File: src/rtl/conv3_pkg.sv
// Shared constants, width derivations and FSM state encoding for the conv3 result packer.
package conv3_pkg;

  localparam int DEFAULT_PRECISION_WIDTH = 4;
  localparam int LANES_PER_WORD          = 8;

  typedef enum logic [2:0] {
    ST_IDLE,
    ST_POLL,
    ST_READ,
    ST_PUSH,
    ST_FIN
  } state_e;

  function automatic int conv3_sum_width(input int precision_width);
    return 2 * precision_width + 4;
  endfunction

  // Each block of eight results occupies nine words, after a two-word header.
  function automatic int conv3_result_base(input int kernel_num);
    return 2 + 9 * (kernel_num / LANES_PER_WORD);
  endfunction

  // Control registers sit at the very top of the convolution address map.
  function automatic int conv3_done_addr(input int addr_width);
    return (1 << addr_width) - 1;
  endfunction

  function automatic int conv3_start_addr(input int addr_width);
    return (1 << addr_width) - 2;
  endfunction

  function automatic int conv3_clear_addr(input int addr_width);
    return (1 << addr_width) - 3;
  endfunction

endpackage

File: src/rtl/conv3_requant.sv
// Requantizer: arithmetic right shift of a signed sum, truncation, then saturation.
// Defining CONV3_PACKER_RELU_EN selects unsigned ReLU clamping instead of signed clamping.
module conv3_requant
  import conv3_pkg::*;
#(
  parameter int PRECISION_WIDTH = DEFAULT_PRECISION_WIDTH,
  parameter int SUM_WIDTH       = conv3_sum_width(PRECISION_WIDTH),
  parameter int SHIFT_WIDTH     = $clog2(SUM_WIDTH)
) (
  input  logic [SUM_WIDTH-1:0]       i_sum,
  input  logic [SHIFT_WIDTH-1:0]     i_shift,
  output logic [PRECISION_WIDTH-1:0] o_q
);

  logic signed [SUM_WIDTH-1:0] shifted;

  assign shifted = $signed(i_sum) >>> i_shift;

`ifdef CONV3_PACKER_RELU_EN
  localparam logic signed [SUM_WIDTH-1:0] SAT_MAX = SUM_WIDTH'((1 << PRECISION_WIDTH) - 1);

  always_comb begin
    o_q = shifted[PRECISION_WIDTH-1:0];
    if (shifted[SUM_WIDTH-1]) begin
      o_q = '0;
    end else if (shifted > SAT_MAX) begin
      o_q = '1;
    end
  end
`else
  localparam logic signed [SUM_WIDTH-1:0] SAT_MAX = SUM_WIDTH'((1 << (PRECISION_WIDTH - 1)) - 1);
  localparam logic signed [SUM_WIDTH-1:0] SAT_MIN = SUM_WIDTH'(-(1 << (PRECISION_WIDTH - 1)));

  always_comb begin
    o_q = shifted[PRECISION_WIDTH-1:0];
    if (shifted < SAT_MIN) begin
      o_q = SAT_MIN[PRECISION_WIDTH-1:0];
    end else if (shifted > SAT_MAX) begin
      o_q = SAT_MAX[PRECISION_WIDTH-1:0];
    end
  end
`endif

endmodule

File: src/rtl/conv3_result_packer.sv
// Polls the convolution done flag, reads results, requantizes and packs eight per output word.
// Saturation mode is selected by the CONV3_PACKER_RELU_EN macro inside conv3_requant.
module conv3_result_packer
  import conv3_pkg::*;
#(
  parameter int PRECISION_WIDTH  = DEFAULT_PRECISION_WIDTH,
  parameter int VALID_ADDR_WIDTH = 14,
  parameter int DATA_WIDTH       = 32,
  parameter int KERNEL_NUM       = 112
) (
  input  logic                                     i_clk,
  input  logic                                     i_rst_n,
  input  logic                                     i_start,
  input  logic                                     i_abort,
  input  logic [$clog2(2*PRECISION_WIDTH+4)-1:0]   i_shift,
  output logic                                     o_re,
  output logic [VALID_ADDR_WIDTH-1:0]              o_read_addr,
  input  logic [DATA_WIDTH-1:0]                    i_rdata,
  output logic                                     o_valid,
  input  logic                                     i_ready,
  output logic [DATA_WIDTH-1:0]                    o_data,
  output logic                                     o_busy,
  output logic                                     o_done
);

  localparam int SUM_WIDTH   = conv3_sum_width(PRECISION_WIDTH);
  localparam int SHIFT_WIDTH = $clog2(SUM_WIDTH);
  localparam int RESULT_BASE = conv3_result_base(KERNEL_NUM);
  localparam int IDX_WIDTH   = $clog2(KERNEL_NUM + 1);
  localparam int LANE_WIDTH  = $clog2(LANES_PER_WORD);

  localparam logic [VALID_ADDR_WIDTH-1:0] DONE_ADDR =
    VALID_ADDR_WIDTH'(conv3_done_addr(VALID_ADDR_WIDTH));
  localparam logic [VALID_ADDR_WIDTH-1:0] BASE_ADDR = VALID_ADDR_WIDTH'(RESULT_BASE);

  state_e                     state_q, state_d;
  logic [IDX_WIDTH-1:0]       idx_q, idx_d;
  logic [LANE_WIDTH-1:0]      lane_q, lane_d;
  logic [DATA_WIDTH-1:0]      pack_q, pack_d;
  logic [SHIFT_WIDTH-1:0]     shift_q, shift_d;
  logic [PRECISION_WIDTH-1:0] req_value;
  logic                       unused_rdata;

  // Bits above the accumulator width carry nothing this block needs.
  assign unused_rdata = ^i_rdata[DATA_WIDTH-1:SUM_WIDTH];

  conv3_requant #(
    .PRECISION_WIDTH (PRECISION_WIDTH),
    .SUM_WIDTH       (SUM_WIDTH),
    .SHIFT_WIDTH     (SHIFT_WIDTH)
  ) u_requant (
    .i_sum   (i_rdata[SUM_WIDTH-1:0]),
    .i_shift (shift_q),
    .o_q     (req_value)
  );

  always_comb begin
    state_d     = state_q;
    idx_d       = idx_q;
    lane_d      = lane_q;
    pack_d      = pack_q;
    shift_d     = shift_q;
    o_re        = 1'b0;
    o_read_addr = '0;
    o_valid     = 1'b0;
    o_done      = 1'b0;

    unique case (state_q)
      ST_IDLE: begin
        if (i_start) begin
          shift_d = i_shift;
          idx_d   = '0;
          lane_d  = '0;
          pack_d  = '0;
          state_d = ST_POLL;
        end
      end
      ST_POLL: begin
        o_re        = 1'b1;
        o_read_addr = DONE_ADDR;
        if (i_rdata[0]) begin
          state_d = ST_READ;
        end
      end
      ST_READ: begin
        o_re        = 1'b1;
        o_read_addr = BASE_ADDR + VALID_ADDR_WIDTH'(idx_q);
        // Lane 0 lands in the most significant slot of the word.
        for (int l = 0; l < LANES_PER_WORD; l++) begin
          if (lane_q == LANE_WIDTH'(l)) begin
            pack_d[DATA_WIDTH-1-l*PRECISION_WIDTH -: PRECISION_WIDTH] = req_value;
          end
        end
        idx_d  = idx_q + 1'b1;
        lane_d = lane_q + 1'b1;
        if (lane_q == LANE_WIDTH'(LANES_PER_WORD - 1)) begin
          state_d = ST_PUSH;
        end
      end
      ST_PUSH: begin
        o_valid = 1'b1;
        if (i_ready) begin
          state_d = (idx_q == IDX_WIDTH'(KERNEL_NUM)) ? ST_FIN : ST_READ;
        end
      end
      ST_FIN: begin
        o_done  = 1'b1;
        state_d = ST_IDLE;
      end
      default: begin
        state_d = ST_IDLE;
      end
    endcase

    if (i_abort) begin
      state_d = ST_IDLE;
      idx_d   = '0;
      lane_d  = '0;
      pack_d  = '0;
    end
  end

  assign o_busy = (state_q != ST_IDLE);
  assign o_data = pack_q;

  always_ff @(posedge i_clk or negedge i_rst_n) begin
    if (!i_rst_n) begin
      state_q <= ST_IDLE;
      idx_q   <= '0;
      lane_q  <= '0;
      pack_q  <= '0;
      shift_q <= '0;
    end else begin
      state_q <= state_d;
      idx_q   <= idx_d;
      lane_q  <= lane_d;
      pack_q  <= pack_d;
      shift_q <= shift_d;
    end
  end

endmodule

File: config.mk
export PLATFORM = sky130hd
export DESIGN_NAME = conv3_result_packer
export DESIGN_NICKNAME = d
export VERILOG_FILES = /design/src/rtl/conv3_pkg.sv /design/src/rtl/conv3_requant.sv /design/src/rtl/conv3_result_packer.sv
export SDC_FILE = /design/constraint.sdc
export NUM_CORES = 1
export LEC_CHECK = 0
export ABC_AREA = 1
export BUFFER_PORTS_ARGS = -buffer_cell sky130_fd_sc_hd__buf_2
export CELL_PAD_IN_SITES_DETAIL_PLACEMENT = 1
export CELL_PAD_IN_SITES_GLOBAL_PLACEMENT = 1
export CORE_ASPECT_RATIO = 0.9
export CORE_MARGIN = 2
export CORE_UTILIZATION = 40
export DETAILED_ROUTE_END_ITERATION = 8
export PLACE_DENSITY = 0.94
export RECOVER_POWER = 25
export SLEW_MARGIN = 20
export SYNTH_ARGS = -nofsm -noshare
export SYNTH_HDL_FRONTEND = slang
export SYNTH_HIERARCHICAL = 1
export SYNTH_SLANG_ARGS = --single-unit
export TNS_END_PERCENT = 50
File: constraint.sdc
create_clock -name i_clk -period 3.4 [get_ports i_clk]
set_input_delay 0.68 -clock i_clk [delete_from_list [all_inputs] [get_ports i_clk]]
set_output_delay 0.68 -clock i_clk [all_outputs]
set_load 0.02 [all_outputs]
==> results of run 1 <==
## sequential cells by signal, indices dropped and copies added, names as in the netlist
| name | count |
|---|---|
| o_data | 32 |
| state_q | 3 |
| idx_q | 7 |
| shift_q | 4 |
| lane_q | 3 |
## power by group
group          internal (uW)  switching, uW
sequential               659            148
clock                    147            224
combinational            444           1010
## worst min path at each step
| stage | startpoint | endpoint | slack, ns | cells after the start |
|---|---|---|---|---|
| after floorplan | i_rst_n | idx_q[0] | 0.38 | 0 |
| after CTS | i_rst_n | o_data[8] | 0.40 | 1 |
| after detailed placement | o_data[9] | o_data[9] | 0.45 | 2 |
| after global placement | o_data[12] | o_data[12] | 0.45 | 2 |
| final | o_data[9] | o_data[9] | 0.47 | 2 |
| after global routing | o_data[21] | o_data[21] | 0.50 | 2 |
## Yosys cell counts, drive strengths merged
| library cell | number |
|---|---|
| a21oi | 6 |
| a31oi | 1 |
| buf | 16 |
| clkbuf | 1 |
| dfrtp | 49 |
| ha | 8 |
| inv | 44 |
| mux2 | 4 |
| mux2i | 1 |
| nand2 | 154 |
| nand3 | 76 |
| nand3b | 1 |
| nand4 | 13 |
| nor2 | 19 |
| nor3 | 2 |
| o211ai | 1 |
| o21ai | 29 |
| o21bai | 1 |
## cells by family after synthesis
| family | Yosys count | share of synthesized area (%) |
|---|---|---|
| AOI/OAI and AO/OA | 38 | 6.80 |
| adders and majority gates | 8 | 3.16 |
| buffers and inverters | 61 | 9.88 |
| DFF | 49 | 38.7 |
| muxes | 5 | 1.74 |
| and+or+nand+nor | 265 | 39.7 |
## through the flow
step           util [%]  worst slack [ns]
2_1_floorplan         -              1.44
3_3_place_gp       46.0             0.982
3_5_place_dp       46.0             0.842
4_1_cts            47.1              1.01
5_1_grt            47.1             0.734
6_report           47.1             0.956
## area by class of cell
class                      instances  area (um2)
fill                            1020        4030
multi-input combinational        316        1630
sequential                        49        1230
timing repair buffer              71         357
inverter                          44         170
tap                               96         120
clock buffer                       5        68.8
clock inverter                     3        21.3
## tightest hold or removal path, delay by kind of cell, from the launching register on
family,cells,cell delay [ns]
flip-flops,1,0.35
AND/OR/NAND/NOR,2,0.09
## routing by layer
metal | share of wire, % | vias up | GRT usage, % | wire length (um)
li1 | - | 1504 | - | -
met2 | 54 | 52 | 42.6 | 5120
met1 | 42 | 1555 | 27.3 | 4000
met3 | 2.7 | 10 | 3.95 | 252
met4 | 1.3 | 0 | 5.81 | 121
met5 | 0 | - | 0 | 0
==> metrics.log, run 1 <==
[metrics] run status: complete, but fails checks
[metrics] violations in the final reports: max-capacitance violations, max-slew violations
[metrics] synthesized area divided by synthesized cell count: ~7.4 um2
[metrics] placement-stage cell area: ~3500 um2
[metrics] areal power density over the cells: 734 nW/um2
[metrics] maximum number of pins on one net before global-route repair: 31
[metrics] Die Wd: between 90 and 100 um
[metrics] critical path data arrival time: ~2.7 ns
[metrics] drt drc: 0
[metrics] biggest fanout along the worst timing path: 14
[metrics] actual transition at the worst max-transition pin: between 1.5 and 2 ns
[metrics] cell type with the largest total area after synthesis: sky130_fd_sc_hd__dfrtp_1
[metrics] endpoint of the lowest-slack register-to-register path: o_data[4]
[metrics] kind of critical path: reg -> reg
[metrics] net count after synthesis: 475
[metrics] fraction of layout cells with a size suffix above 1: 22.7%
[metrics] Final Hold Slack: 0.474 ns
[metrics] achievable frequency: 409 MHz
[metrics] aggregate routed wire length: 9.50 mm
[metrics] Final Max Tran Viols: 29
[metrics] detailed-placement wirelength estimate: slightly above 7 mm
[metrics] Max Cap Violations: 1
[metrics] height of the die: around 90 um
[metrics] unrepaired setup endpoints after global routing: false
[metrics] placement row count: 30
[metrics] global-route total usage across every layer: a little under a quarter
[metrics] core footprint: approximately 7600 um2
[metrics] Reg2Reg Setup Slack: between 0.9 and 1 ns
[metrics] Critical Path Max Stage Delay: roughly 0.64 ns
[metrics] htree depth: 2
[metrics] WL per Instance: between 15 and 20 um
[metrics] residual overflow from global routing: 0
[metrics] CTS clock-pin slew for the worst setup and hold paths: 0.10 ns
[metrics] Final Hold Viols: 0
[metrics] number of antenna cells inserted: 0
[metrics] type of the worst min-delay path: reg -> reg
[metrics] flip-flop and latch count after synthesis: around 50
[metrics] Critical Path Sink Type: flip-flop
[metrics] share of the yosys chip area belonging to registers: approximately two fifths
[metrics] LEAKAGE: around 0.0021 uW
[metrics] worst relative slew slack: -8.25%
[metrics] Max IR drop VDD: about 0.23 mV
[metrics] crit path cell chain: inv_2 > nand2_1 > nand2_1 > nand2_1 > nand2_1 > nand2_1 > nand2_1 > nor2_1 > nand3b_1 > o21bai_2 > nand2_1 > nand2_1 > inv_1 > nand3_1 > nand2_1
[metrics] final weighted congestion in routability-driven placement: between 0.8 and 0.9
[metrics] initial antenna violation count: 0
[metrics] root cell of the clock tree: sky130_fd_sc_hd__clkbuf_8
[metrics] final-report setup violation count: 0
[metrics] number of buffers added on ports: 70
[metrics] highest-delay cell along the critical path: sky130_fd_sc_hd__dfrtp_1
[metrics] final worst path period need: roughly 2.4 ns
[metrics] stages on the worst setup path: 15
[metrics] Gate Count Post-Synth: between 400 and 500
[metrics] post_cts resized: 0
[metrics] via count: roughly 3.1k
[metrics] share of Yosys cell area claimed by the top area cell type: about two fifths
[metrics] number of global-route vias before repair: 3,247
[metrics] worst setup path start: shift_q[0]
[metrics] total design power: ~2600 uW
[metrics] Syn. warnings: 6
[metrics] Post-CTS Setup Bufs: 0
[metrics] First DRT Iteration DRCs: 140
[metrics] CTS tree: yes
[metrics] Nets: ~540
[metrics] sink count of the clock tree: 49
[metrics] via density per instance: approximately 5.3
[metrics] kind of cell adding the most delay to the critical path: simple AND/OR/NAND/NOR gates
[metrics] Die ar.: approximately 8600 um2
[metrics] most common cell after layout, fill and taps aside: sky130_fd_sc_hd__nand2_1
[metrics] setup TNS: 0 ns
[metrics] CP most frequent cell: sky130_fd_sc_hd__nand2_1
[metrics] element type at the critical path start: flip-flop
[metrics] highest-count cells in the layout ignoring fill and taps: sky130_fd_sc_hd__nand2_1, sky130_fd_sc_hd__buf_2, sky130_fd_sc_hd__nand3_1
[metrics] count of hold buffers inserted by post-cts repair: 0
[metrics] Initial Util: between 40% and 50%
[metrics] Num CTS Buffers: 5
[metrics] synthesized cell area: around 3200 um2
[metrics] summed area of non-filler cells in the final layout: about 3600 um2
[metrics] clock buffer depth: 2
[metrics] cells taking the most area after synthesis: sky130_fd_sc_hd__dfrtp_1, sky130_fd_sc_hd__nand2_1, sky130_fd_sc_hd__nand3_1
[metrics] number of buffers and inverters on the critical path: 2
[metrics] remaining antenna violation count after routing: 0
[metrics] critical register-to-register path startpoint: shift_q[0]
[metrics] placed cell count: approximately 580
[metrics] cell count of the worst reg-to-reg path: 15
[metrics] latest clock arrival within the worst-skew pair: around 0.32 ns
[metrics] termination of the worst setup path: o_data[4]
[metrics] number of I/O pins: 91
[metrics] final instance count without filler cells: between 500 and 600
[metrics] worst endpoint required time: 3.61 ns
[metrics] area growth from synthesis to final layout: 13.4%
[metrics] first-pass GRT wire length: about 16 mm
[metrics] Worst Clk Skew: roughly 0.0076 ns
[metrics] DR pass1 iterations: 4
[metrics] share of the clock period used by the worst path after layout: between 70% and 80%
[metrics] number of library cell types mapped by synthesis: 34
(Power assumes the default switching activity.)
==> run 2, diff against run 1 <==
--- a/config.mk
+++ b/config.mk
@@ -5,15 +5,15 @@
 export SDC_FILE = /design/constraint.sdc
 export NUM_CORES = 1
 export LEC_CHECK = 0
-export ABC_AREA = 1
+export ABC_AREA = 0
 export BUFFER_PORTS_ARGS = -buffer_cell sky130_fd_sc_hd__buf_2
 export CELL_PAD_IN_SITES_DETAIL_PLACEMENT = 1
 export CELL_PAD_IN_SITES_GLOBAL_PLACEMENT = 1
 export CORE_ASPECT_RATIO = 0.9
 export CORE_MARGIN = 2
-export CORE_UTILIZATION = 40
+export CORE_UTILIZATION = 39
 export DETAILED_ROUTE_END_ITERATION = 8
-export PLACE_DENSITY = 0.94
+export PLACE_DENSITY = 0.87
 export RECOVER_POWER = 25
 export SLEW_MARGIN = 20
 export SYNTH_ARGS = -nofsm -noshare
==> constraint.sdc (replaced) <==
create_clock -name i_clk -period 2.45 [get_ports i_clk]
set_input_delay 0.49 -clock i_clk [delete_from_list [all_inputs] [get_ports i_clk]]
set_output_delay 0.49 -clock i_clk [all_outputs]
set_load 0.02 [all_outputs]
==> metrics.log, run 2 <==
[metrics] number of antenna cells inserted: 0
[metrics] DR pass1 iterations: 4
[metrics] Final Hold Viols: 0
[metrics] synthesized cell area: 2870 um2
[metrics] Final Hold Slack: 0.435 ns
[metrics] Initial Util: 40.6%
[metrics] violations in the final reports: max-capacitance violations, max-slew violations
[metrics] CTS tree: yes
[metrics] critical register-to-register path startpoint: shift_q[0]
[metrics] endpoint of the lowest-slack register-to-register path: o_data[29]
[metrics] core footprint: approximately 7100 um2
[metrics] final-report setup violation count: 0
[metrics] CTS clock-pin slew for the worst setup and hold paths: approximately 0.080 ns
[metrics] via density per instance: between 5 and 6
[metrics] first-pass GRT wire length: 12.4 mm
[metrics] flip-flop and latch count after synthesis: 49
[metrics] share of Yosys cell area claimed by the top area cell type: 42.7%
[metrics] number of I/O pins: 91
[metrics] areal power density over the cells: between 500 and 600 nW/um2
[metrics] achievable frequency: between 400 and 500 MHz
[metrics] biggest fanout along the worst timing path: 12
[metrics] critical path data arrival time: 2.62 ns
[metrics] combined area of the multi-input logic cells: around 1500 um2
[metrics] share of the clock period used by the worst path after layout: around 100%
[metrics] highest-count cells in the layout ignoring fill and taps: sky130_fd_sc_hd__buf_2, sky130_fd_sc_hd__dfrtp_1, sky130_fd_sc_hd__buf_4
[metrics] Gate Count Post-Synth: about 250
[metrics] cell type with the largest total area after synthesis: sky130_fd_sc_hd__dfrtp_1
[metrics] root cell of the clock tree: sky130_fd_sc_hd__clkbuf_8
[metrics] cell count of the worst reg-to-reg path: 8
[metrics] final worst path period need: 2.44 ns
[metrics] Max IR drop VDD: about 0.26 mV
[metrics] dominant cell by count in the synthesized netlist: sky130_fd_sc_hd__dfrtp_1
[metrics] number of buffers added on ports: 70
[metrics] kind of critical path: reg -> reg
[metrics] Main synth FF type: sky130_fd_sc_hd__dfrtp_1
[metrics] Core Util, Final: between 40% and 50%
[metrics] setup TNS: 0 ns
[metrics] type of the worst min-delay path: in -> reg
[metrics] most common cell after layout, fill and taps aside: sky130_fd_sc_hd__buf_2
[metrics] remaining antenna violation count after routing: 0
[metrics] termination of the worst setup path: o_data[29]
[metrics] unrepaired setup endpoints after global routing: true
[metrics] synthesized area divided by synthesized cell count: roughly 11 um2
[metrics] initial antenna violation count: 0
[metrics] worst setup slack after layout: between 0.008 and 0.009 ns
[metrics] fraction of layout cells with a size suffix above 1: between 30% and 40%
[metrics] proportion of synthesized flip-flops having asynchronous set or reset: between 90% and 100%
[metrics] count of flip-flops with a built-in enable after synthesis: 0
[metrics] drt drc: 0
[metrics] Reg2Reg Setup Slack: 0.008 ns
[metrics] area growth from synthesis to final layout: 20.5%
[metrics] FF/Latch Area: about 1200 um2
[metrics] height of the die: 85.4 um
[metrics] LEAKAGE: 0.00168 uW
[metrics] sink count of the clock tree: 49
[metrics] worst setup path start: shift_q[0]
[metrics] max FFs per register: 32
[metrics] post-placement setup slack: -0.0478 ns
[metrics] maximum number of pins on one net before global-route repair: 40
[metrics] residual overflow from global routing: 0
[metrics] actual transition at the worst max-transition pin: ~2.1 ns
[metrics] final weighted congestion in routability-driven placement: around 0.82
[metrics] worst relative slew slack: -39.0%
[metrics] Hold Path Cell Cnt: 2
[metrics] number of library cell types mapped by synthesis: 55
[metrics] Worst Clk Skew: 0.00611 ns
[metrics] Die Wd: between 90 and 100 um
[metrics] htree depth: 2
[metrics] aggregate routed wire length: approximately 7.9 mm
[metrics] run status: complete, but fails checks
[metrics] latest clock arrival within the worst-skew pair: around 0.29 ns
[metrics] placement row count: 29
[metrics] net count after synthesis: roughly 300
[metrics] First DRT Iteration DRCs: between 150 and 200
[metrics] Die ar.: 8060 um2
[metrics] number of global-route vias before repair: 2,439
[metrics] number of inserted filler cells in the final layout: about 820
[metrics] detailed-placement wirelength estimate: 5.57 mm
[metrics] Critical Path Sink Type: flip-flop
[metrics] element type at the critical path start: flip-flop
[metrics] WL per Instance: roughly 19 um
[metrics] most numerous cell types in the synthesized netlist: sky130_fd_sc_hd__dfrtp_1, sky130_fd_sc_hd__o21ai_0, sky130_fd_sc_hd__nand2_1, sky130_fd_sc_hd__o2bb2ai_1
[metrics] Final Max Tran Viols: 40
[metrics] worst endpoint required time: 2.63 ns
[metrics] cells taking the most area after synthesis: sky130_fd_sc_hd__dfrtp_1, sky130_fd_sc_hd__mux4_2, sky130_fd_sc_hd__o2bb2ai_1
[metrics] count of hold buffers inserted by post-cts repair: 0
[metrics] Nets: between 300 and 400
[metrics] Syn. warnings: 6
[metrics] share of the yosys chip area belonging to registers: 42.7%
[metrics] global-route total usage across every layer: approximately 19%
[metrics] via count: approximately 2.4k
[metrics] clock buffer depth: 2
[metrics] Max Cap Violations: 1
[metrics] Num CTS Buffers: 5
-- run 2: cell count changes after synthesis, sizes merged, moves of 8 or more --
cell,before,now
nand3,76,4
a32o,0,8
o2bb2ai,0,12
nand2,154,18
o21a,0,9
inv,44,10
o21ai,29,21
mux4,0,11
nor2,19,10
a22o,0,10
nand4,13,0
-- run 2: through the flow --
stage	total power (uW)	instances	instance area [um2]
after floorplan	1300	252	2870
after global placement	1440	409	3300
after detailed placement	1470	409	3300
after CTS	1920	417	3390
after global routing	2080	423	3460
final	1980	423	3460
-- run 2: repair_timing --
| item | in CTS | in global routing |
|---|---|---|
| pin swaps | 0 | 1 |
| gates resized for setup | 2 | 9 |
| setup buffers | 0 | 6 |
| endpoints found under the setup margin | 20 | 23 |
-- run 2: per-layer routing --
metal  part of all wire, %  track usage [%]  vias up  wire length [um]
li1                      -                -     1104                 -
met1                    44             26.5     1204              3490
met2                    50             33.1       72              3930
met3                   4.4             2.66        8               344
met4                   1.2             3.95        0                91
met5                     0                0        -                 0
-- run 2: kinds of logic (layout without fill, tap and decap cells) --
logic type                 count (synthesis)  count (layout)  share of synthesized area, %
buffers and inverters                     32             110                          6.76
and+or+nand+nor                           54              54                          11.0
adders and majority gates                  8               8                          3.49
DFF                                       49              49                          42.7
xor gates and xnor gates                   1               1                         0.305
AOI/OAI and AO/OA                         90              90                          24.0
muxes                                     18              18                          11.7
-- run 2: power breakdown --
group	internal (uW)	total (uW)	switching [uW]	leakage, uW
registers	830	870	40.3	0.000671
logic	305	652	348	0.000966
clock network	202	453	251	0.0000385
total	1340	1980	639	0.00168
-- run 2: final cells by class --
cell class              count  area share, %
flip-flops and latches     49           35.5
multi-input cells         171           42.7
clock buffers               7           2.21
well taps                  93           3.36
clock inverters             1          0.217
repair buffers             92           14.9
inverters                  10           1.09
-- run 2: worst max-delay path, cell delays in order, from the launching register on --
cell and delay, ns:
sky130_fd_sc_hd__dfrtp_2 0.51, sky130_fd_sc_hd__buf_4 0.19, sky130_fd_sc_hd__o41ai_1 0.42, sky130_fd_sc_hd__o31a_1 0.20, sky130_fd_sc_hd__o2111a_1 0.19, sky130_fd_sc_hd__a311o_1 0.28
sky130_fd_sc_hd__a21oi_1 0.14, sky130_fd_sc_hd__buf_4 0.19, sky130_fd_sc_hd__a22o_1 0.22
-- run 2: worst min path at each step --
stage	slack [ns]	end	startpoint
2_1_floorplan	0.19	idx_q[0]	i_rst_n
3_3_place_gp	0.47	o_data[0]	o_data[0]
3_5_place_dp	0.47	o_data[21]	o_data[21]
4_1_cts	0.34	idx_q[3]	i_rst_n
5_1_grt	0.42	shift_q[3]	i_shift[3]
6_report	0.44	shift_q[3]	i_shift[3]
==> run 3, diff against run 2 <==
--- a/config.mk
+++ b/config.mk
@@ -11,9 +11,11 @@
 export CELL_PAD_IN_SITES_GLOBAL_PLACEMENT = 1
 export CORE_ASPECT_RATIO = 0.9
 export CORE_MARGIN = 2
-export CORE_UTILIZATION = 39
+export CORE_UTILIZATION = 35
+export CTS_CLUSTER_SIZE = 24
 export DETAILED_ROUTE_END_ITERATION = 8
-export PLACE_DENSITY = 0.87
+export GPL_ROUTABILITY_DRIVEN = 0
+export PLACE_DENSITY = 0.8
 export RECOVER_POWER = 25
 export SLEW_MARGIN = 20
 export SYNTH_ARGS = -nofsm -noshare
==> metrics.log, run 3 (synthesized netlist as in run 2, its figures left out) <==
[metrics] number of global-route vias before repair: about 2.5k
[metrics] First DRT Iteration DRCs: 67
[metrics] violations in the final reports: max-capacitance violations, max-slew violations
[metrics] DR pass1 iterations: 4
[metrics] highest-count cells in the layout ignoring fill and taps: sky130_fd_sc_hd__buf_2, sky130_fd_sc_hd__dfrtp_1, sky130_fd_sc_hd__o21ai_0
[metrics] switching power as a share of total power: 32.6%
[metrics] Critical Path Max Stage Delay: roughly 0.63 ns
[metrics] unrepaired setup endpoints after global routing: false
[metrics] detailed-placement wirelength estimate: roughly 5.7 mm
[metrics] kind of critical path: reg -> reg
[metrics] highest-delay cell along the critical path: sky130_fd_sc_hd__mux4_1
[metrics] switching power total: 644 uW
[metrics] number of buffers and inverters on the critical path: 1
[metrics] worst setup slack after layout: approximately 0.076 ns
[metrics] part of the total power dissipated in the clock network: between 20% and 30%
[metrics] Nets: 370
[metrics] sink count of the clock tree: 49
[metrics] post_cts resized: 1
[metrics] maximum number of pins on one net before global-route repair: 33
[metrics] final worst path period need: roughly 2.4 ns
[metrics] first-pass GRT wire length: 12.9 mm
[metrics] achievable frequency: between 400 and 500 MHz
[metrics] Final Max Tran Viols: 33
[metrics] post-placement setup slack: between 0.04 and 0.05 ns
[metrics] via count: about 2.4k
[metrics] worst endpoint required time: ~2.6 ns
[metrics] FF/Latch Area: between 1000 and 1500 um2
[metrics] WL per Instance: approximately 18 um
[metrics] latest clock arrival within the worst-skew pair: 0.31 ns
[metrics] setup TNS: 0 ns
[metrics] drt drc: 0
[metrics] Num CTS Buffers: 5
[metrics] CTS tree: yes
[metrics] critical path data arrival time: between 2 and 3 ns
[metrics] areal power density over the cells: 582 nW/um2
[metrics] share of the clock period used by the worst path after layout: between 90 and 100%
[metrics] fraction of layout cells with a size suffix above 1: 36.6%
[metrics] biggest fanout along the worst timing path: 10
[metrics] remaining antenna violation count after routing: 0
[metrics] element type at the critical path start: flip-flop
[metrics] combined area of the multi-input logic cells: approximately 1500 um2
[metrics] Final Hold Viols: 0
[metrics] Die ar.: about 8900 um2
[metrics] max FFs per register: 32
[metrics] Post-CTS Setup Bufs: 0
[metrics] P_int: around 1300 uW
[metrics] crit path cell chain: mux4_1 > nor2_1 > o2111a_1 > a311o_1 > a21oi_1 > buf_4 > a32o_1
[metrics] root cell of the clock tree: sky130_fd_sc_hd__clkbuf_8
[metrics] number of buffers added on ports: 70
[metrics] count of hold buffers inserted by post-cts repair: 0
[metrics] kind of cell adding the most delay to the critical path: compound AO/OA/AOI/OAI gates
[metrics] part of the total power dissipated in sequential elements: a little over two fifths
[metrics] htree depth: 2
[metrics] placement row count: 31
[metrics] Max IR drop VDD: 0.259 mV
[metrics] LEAKAGE: approximately 0.0016 uW
[metrics] clock buffer depth: 2
[metrics] residual overflow from global routing: 0
[metrics] Initial Util: about 36%
[metrics] area growth from synthesis to final layout: 18.5%
[metrics] aggregate routed wire length: 7.60 mm
[metrics] worst relative slew slack: -15.8%
[metrics] actual transition at the worst max-transition pin: 1.74 ns
[metrics] number of I/O pins: just over 90
[metrics] Critical Path Sink Type: flip-flop
[metrics] height of the die: around 90 um
[metrics] power share of the combinational group: between 20% and 30%
[metrics] Die Wd: between 90 and 100 um
[metrics] type of the worst min-delay path: in -> reg
[metrics] run status: complete, but fails checks
[metrics] final-report setup violation count: 0
[metrics] core footprint: between 7000 and 8000 um2
[metrics] most common cell after layout, fill and taps aside: sky130_fd_sc_hd__buf_2
[metrics] CTS clock-pin slew for the worst setup and hold paths: 0.10 ns
[metrics] Max Cap Violations: 1
[metrics] initial antenna violation count: 0
[metrics] global-route total usage across every layer: 17.8%
[metrics] number of antenna cells inserted: 0
[metrics] Worst Clk Skew: approximately 0.012 ns
[metrics] number of inserted filler cells in the final layout: around 930
[metrics] via density per instance: 5.60
==> run 3: through the flow <==
step / instance area, um2 / power, uW / cells / utilization, % / hold WS, ns
final: 3400 / 1980 / 421 / 42.6 / 0.410
after global routing: 3400 / 2100 / 421 / 42.6 / 0.409
after CTS: 3390 / 1990 / 421 / 42.5 / 0.251
after detailed placement: 3290 / 1470 / 413 / 41.2 / 0.469
after global placement: 3290 / 1440 / 413 / 41.2 / 0.473
after floorplan: 2870 / 1300 / 252 / - / 0.194
==> run 3: area by class of cell <==
cell class | count | area share (%)
Clock buffer | 6 | 2.43
Clock inverter | 2 | 0.515
Inverter | 10 | 1.10
Timing Repair Buffer | 84 | 13.2
Sequential cell | 49 | 36.1
Tap cell | 99 | 3.64
Multi-Input combinational cell | 171 | 43.0
==> run 3: worst paths after layout <==
check	startpoint	endpoint	slack (ns)	cells after the start
min reg2reg	o_data[4]	o_data[4]	0.49	1
max in group asynchronous	i_rst_n	o_data[22]	0.69	2
min	i_shift[0]	shift_q[0]	0.41	2
max reg2reg	shift_q[1]	o_data[1]	0.08	7
min in group asynchronous	i_rst_n	o_data[15]	0.63	1
max	shift_q[1]	o_data[1]	0.08	7
==> run 3: worst reg2reg max path, stage by stage, from the launching register on <==
cell and delay (ns):
sky130_fd_sc_hd__dfrtp_2 0.49, sky130_fd_sc_hd__mux4_1 0.63, sky130_fd_sc_hd__nor2_1 0.17, sky130_fd_sc_hd__o2111a_1 0.20, sky130_fd_sc_hd__a311o_1 0.25, sky130_fd_sc_hd__a21oi_1 0.12, sky130_fd_sc_hd__buf_4 0.17, sky130_fd_sc_hd__a32o_1 0.22
==> run 3: power by group through the flow <==
stage                     registers (uW)  logic (uW)  clock network [uW]
final                                866         589                 523
after global routing                 872         642                 584
after CTS                            865         590                 539
after detailed placement             881         587                   0
after global placement               879         564                   0
after floorplan                      863         440                   0
==> run 3: layer usage <==
metal	track usage, %	part of all wire, %	vias to the layer above
met5	0	0	-
met4	3.20	0.92	0
met3	3.34	5.0	6
met2	29.0	48	62
met1	25.0	46	1201
li1	-	-	1090
